==> src/rtl/line_mem_initiator.sv <==
// Line-memory initiator: optional victim writeback, then line fill,
// with per-transaction response timeout and writeback-to-fill gap.
module line_mem_initiator #(
  parameter int GAP_CYCLES = 1,
  parameter int TIMEOUT    = 1023
) (
  input  logic         clk,
  input  logic         rst,
  input  logic         req_valid,
  output logic         req_ready,
  input  logic         req_dirty,
  input  logic [15:0]  req_fill_addr,
  input  logic [15:0]  req_wb_addr,
  input  logic [127:0] req_wb_data,
  output logic         done,
  output logic         err,
  output logic [127:0] fill_data,
  output logic         mem_read,
  output logic         mem_write,
  output logic [15:0]  mem_address,
  output logic [127:0] mem_wdata,
  input  logic         mem_resp,
  input  logic [127:0] mem_rdata
);

  localparam logic [2:0] S_IDLE  = 3'd0;
  localparam logic [2:0] S_WB    = 3'd1;
  localparam logic [2:0] S_GAP   = 3'd2;
  localparam logic [2:0] S_FILL  = 3'd3;
  localparam logic [2:0] S_DONE  = 3'd4;
  localparam logic [2:0] S_ABORT = 3'd5;

  localparam logic [3:0]  GAP_LAST  = 4'(GAP_CYCLES - 1);
  localparam logic [3:0]  ABT_LAST  = 4'(GAP_CYCLES);
  localparam logic [15:0] WAIT_LAST = 16'(TIMEOUT - 1);
  localparam bit          TMO_EN    = (TIMEOUT != 0);

  logic [2:0]  r_state;
  logic [2:0]  w_nxt;
  logic [3:0]  r_gap;
  logic [15:0] r_wait;
  logic [11:0] r_fill_line;
  logic        w_tmo;
  logic        w_unused;

  assign w_unused = ^{req_fill_addr[3:0], req_wb_addr[3:0]};

  // A response on the terminal count wins over the abort.
  assign w_tmo = TMO_EN && !mem_resp && (r_wait == WAIT_LAST);

  always_comb begin
    w_nxt = r_state;
    unique case (r_state)
      S_IDLE:  if (req_valid) w_nxt = req_dirty ? S_WB : S_FILL;
      S_WB: begin
        if (mem_resp)   w_nxt = S_GAP;
        else if (w_tmo) w_nxt = S_ABORT;
      end
      S_GAP:   if (r_gap == GAP_LAST) w_nxt = S_FILL;
      S_FILL: begin
        if (mem_resp)   w_nxt = S_DONE;
        else if (w_tmo) w_nxt = S_ABORT;
      end
      S_DONE:  w_nxt = S_IDLE;
      S_ABORT: if (r_gap == ABT_LAST) w_nxt = S_DONE;
      default: w_nxt = S_IDLE;
    endcase
  end

  always_ff @(posedge clk or posedge rst) begin
    if (rst) begin
      r_state <= S_IDLE;
      r_gap   <= '0;
      r_wait  <= '0;
    end else begin
      r_state <= w_nxt;
      if (r_state != w_nxt) begin
        r_gap  <= '0;
        r_wait <= '0;
      end else begin
        r_gap  <= r_gap + 4'd1;
        r_wait <= r_wait + 16'd1;
      end
    end
  end

  // Outputs are registered from the next state, so they track it Moore-style.
  always_ff @(posedge clk or posedge rst) begin
    if (rst) begin
      req_ready <= 1'b1;
      done      <= 1'b0;
      err       <= 1'b0;
      mem_read  <= 1'b0;
      mem_write <= 1'b0;
    end else begin
      req_ready <= (w_nxt == S_IDLE);
      done      <= (w_nxt == S_DONE);
      err       <= (w_nxt == S_DONE) && (r_state == S_ABORT);
      mem_read  <= (w_nxt == S_FILL);
      mem_write <= (w_nxt == S_WB);
    end
  end

  always_ff @(posedge clk or posedge rst) begin
    if (rst) begin
      r_fill_line <= '0;
      mem_address <= '0;
      mem_wdata   <= '0;
      fill_data   <= '0;
    end else begin
      if (r_state == S_IDLE && req_valid) begin
        r_fill_line <= req_fill_addr[15:4];
        if (req_dirty) begin
          mem_address <= {req_wb_addr[15:4], 4'h0};
          mem_wdata   <= req_wb_data;
        end else begin
          mem_address <= {req_fill_addr[15:4], 4'h0};
        end
      end else if (r_state == S_GAP && w_nxt == S_FILL) begin
        mem_address <= {r_fill_line, 4'h0};
      end
      if (r_state == S_FILL && mem_resp) fill_data <= mem_rdata;
    end
  end

endmodule

==> config.mk <==
export PLATFORM = sky130hd
export DESIGN_NAME = line_mem_initiator
export DESIGN_NICKNAME = d
export VERILOG_FILES = /design/src/rtl/line_mem_initiator.sv
export SDC_FILE = /design/constraint.sdc
export NUM_CORES = 1
export LEC_CHECK = 0
export CORE_AREA = 2 2 224 226
export CTS_BUF_LIST = sky130_fd_sc_hd__clkbuf_8
export DETAILED_ROUTE_END_ITERATION = 8
export DIE_AREA = 0 0 226 228
export SYNTH_ARGS = -nofsm -noshare
export SYNTH_HDL_FRONTEND = slang
export SYNTH_SLANG_ARGS = --single-unit
export TNS_END_PERCENT = 100
==> constraint.sdc <==
create_clock -name clk -period 13.7 [get_ports clk]
set_input_delay 3.425 -clock clk [delete_from_list [all_inputs] [get_ports clk]]
set_output_delay 3.425 -clock clk [all_outputs]
set_load 0.05 [all_outputs]
==> impl_metrics.py <==
metrics = {
    "outcome": {
        "outcome": "finished clean",
    },
    "finish": {
        "seqCellArea_um2": 7709,
        "syn2layout_area_growth_pct": 62.27,
        "drive_gt1_frac": 0.2533,
        "nFillCells": 4766,
        "finish.net_count": 1683,
        "multi_input_area_um2": 4066,
    },
    "global_route": {
        "antenna_found_initial": 4,
        "grt_pass1_wl_um": 55910,
        "overflow": 0,
        "grt_pass1_vias": 9455,
        "grt_use_total": 0.1416,
        "grt_max_degree": 119,
    },
    "critical_path": {
        "slowest_delay_ns": 0.89,
        "crit_arrival_ns": 6.59,
        "crit_top_cell": "buf_4",
        "crit_path_end_kind": "register",
        "cpLargestDelayFamily": "buffers and inverters",
        "worstReg2RegEnd": "fill_data[25]",
        "cp_cell_sequence": "clkdlybuf4s50_1 > nand4b_1 > buf_4 > buf_4 > mux2_2",
        "reg2regPathDepth": 4,
        "required_ns": 14.20,
        "critPathKind": "in2reg",
        "cp_slowest_cell": "buf_4",
        "r2r_slack_ns": 10.39,
        "crit_fanout": 84,
        "cp.buffers_inverters": 3,
        "worst_r2r_startpoint": "r_state[2]",
        "cp-start-kind": "input pin",
    },
    "place": {
        "io_buffers": 557,
        "pre_cts_ws_ns": 6.912,
        "gp_congestion": 0.7627,
        "dp_hpwl_um": 27190,
    },
    "pwr": {
        "power_density_nw_per_um2": 286.0,
        "ir_drop_v": 0.0001670,
        "p_leak_nw": 8.232,
    },
    "yosys": {
        "ys.flop_type": "dfrtp_1",
        "ys_ff_latch": 308,
        "avgSynthCellArea_um2": 14.95,
        "synth.distinct_cells": 48,
        "syn_inst": 803,
        "yosys.area.top_type": "dfrtp_1",
        "ys_seq_area_frac": 0.6420,
        "synth_top_area_share": 0.6398,
        "synth_most_common_cell": "dfrtp_1",
        "synth_commonest_cells": "dfrtp_1 (307), mux2_2 (256), nand2_1 (53)",
        "netlist_area_um2": 12010,
        "synth_edf_count": 0,
        "yosysWarnings": 0,
        "synthTopCellsByArea": "dfrtp_1 (64%), mux2_2 (24%), nand2_1 (1.7%)",
        "async_flop_share": 1.000,
    },
    "hold_path": {
        "hold_start": "r_fill_line[2]",
        "hold_end": "r_fill_line[2]",
        "whs_path_depth": 2,
        "worstHoldPathType": "reg2reg",
    },
    "sta": {
        "setup_violations": 0,
        "maxSlewViolCount": 0,
        "max_freq_ghz": 0.1641,
        "finalHoldViolCount": 0,
        "worstMarginPinSlew_ns": 1.118,
        "fin_ws_ns": 7.606,
        "layout_min_cycle_time_ns": 6.094,
        "relSlewSlack": 0.2546,
        "timing.setup.tns_ns": 0,
        "fin_crit_sh": 0.4448,
        "rsz0062_at_grt": "false",
        "finalClockSkew_ns": 0.01205,
    },
    "clocking": {
        "cts_buffers": 57,
        "htreeDepth": 2,
        "clockRootBuffer": "clkbuf_8",
        "clock_path_buffers": 3,
        "tritoncts": "done",
        "cts_hold_buf": 0,
        "clock_latency_ns": 0.62,
        "cts_setup_buffers": 0,
        "path_clk_slew_ns": 0.06,
        "clkSinkCount": 308,
        "ctsResizeCount": 0,
    },
    "drt": {
        "drc": 0,
        "via_per_inst": 4.141,
        "postRouteAntennaNets": 0,
        "routed_wl_um": 37360,
        "vias": 8696,
        "wl_per_cell_um": 17.79,
        "drt_iter0_markers": 258,
        "first_pass_iters": 4,
    },
    "floorplan": {
        "io_pins": 570,
        "die_h_um": 228,
        "start_util": 0.2433,
        "die_width_um": 226,
        "coreArea_um2": 49350,
        "rows": 82,
        "die-area_um2": 51530,
    },
    "run": {
        "maxCapViolations": 0,
    },
}
[worst max-delay path by stage]
stage                      to  slack [ns]  depth (start not counted)  startpoint
6_report        fill_data[25]        7.61                          5    mem_resp
5_1_grt         fill_data[64]        7.46                          5    mem_resp
4_1_cts         fill_data[64]        7.62                          5    mem_resp
3_5_place_dp   fill_data[114]        6.91                          5    mem_resp
3_3_place_gp   fill_data[114]        6.87                          5    mem_resp
2_1_floorplan            done        1.76                          1         rst
[report_power, final]
| group | internal (W) | switching (W) | total (W) |
|---|---|---|---|
| registers | 0.00134 | 0.000225 | 0.00157 |
| logic | 0.00113 | 0.00198 | 0.00310 |
| clock network | 0.000509 | 0.000393 | 0.000902 |
| total | 0.00298 | 0.00259 | 0.00557 |
[metal layers]
| layer | up-vias | GRT usage | wire length, um |
|---|---|---|---|
| met1 | 4286 | 0.1566 | 14530 |
| met2 | 375 | 0.2465 | 18390 |
| met4 | 0 | 0.04719 | 844 |
| met3 | 58 | 0.05551 | 3592 |
| li1 | 3977 | - | - |
| met5 | - | 0 | 0 |
[cells in the final DEF (no fill, tap or decap), types with 2 or more instances in the layout]
cell             synthesis  routed
clkdlybuf4s50_1          0     557
dfrtp_1                307     307
mux2_2                 256     256
clkbuf_8                 0      69
nand2_1                 53      52
inv_1                   10      26
nor3_1                  21      21
o21ai_0                 13      12
mux2i_1                 12      12
o21a_1                  12      12
buf_4                    4      10
xnor2_1                  9       9
nor2_1                   6       6
xor2_1                   6       6
ha_1                     5       5
clkinvlp_4               0       5
clkinv_2                 0       5
nand4_1                  4       4
nand3_1                  4       4
conb_1                   1       4
diode_2                  0       3
nor4_1                   3       3
o21ai_1                  2       3
bufinv_16                0       3
nor3b_1                  2       2
nand2b_1                 2       2
and4_2                   2       2
and3_1                   2       2
a211oi_2                 1       2
[layout make-up]
type                    count  share of cell area
flip-flops and latches    308              0.3956
diodes                      3           0.0003853
clock buffers              69             0.04874
well taps                 672             0.04315
repair buffers            567              0.2900
clock inverters            30             0.01111
inverters                  10            0.002312
multi-input cells         441              0.2087
[worst min-delay path: cells and delay by family, from the launching register on]
family | cells | cell delay (ns)
and+or+nand+nor | 2 | 0.11
DFF | 1 | 0.32
[through the flow]
stage | total power, W | hold WS [ns] | utilization | area [um2] | cells
5_1_grt | 0.005839 | 0.4847 | 0.3948 | 19480 | 2099
4_1_cts | 0.005652 | 0.4636 | 0.3947 | 19480 | 2097
3_3_place_gp | 0.004669 | 0.4436 | 0.3711 | 18310 | 1998
6_report | 0.005572 | 0.4638 | 0.3948 | 19480 | 2100
2_1_floorplan | 0.003579 | 0.4328 | - | 12020 | 806
3_5_place_dp | 0.004709 | 0.4506 | 0.3711 | 18310 | 1998
[state kept, by name, indices dropped and copies added (netlist names)]
register	cells
fill_data	128
mem_wdata	128
r_wait	16
mem_address	12
r_fill_line	12
r_gap	4
r_state	3
done	1
err	1
mem_read	1
mem_write	1
req_ready	1
[cells by family (layout without fill, tap and decap cells)]
group                    after synthesis  count (layout)  synth area share
AND/OR/NAND/NOR                      111             111           0.04814
buffers and inverters                 57             676           0.02199
adder cells (fa/ha/maj)                5               5          0.005210
multiplexers                         268             268            0.2501
flip-flops                           308             308            0.6420
XOR/XNOR                              15              15           0.01094
AO/OA/AOI/OAI                         38              38           0.02136
other                                  1               7         0.0003123
Power figures use the tool's default switching activity.
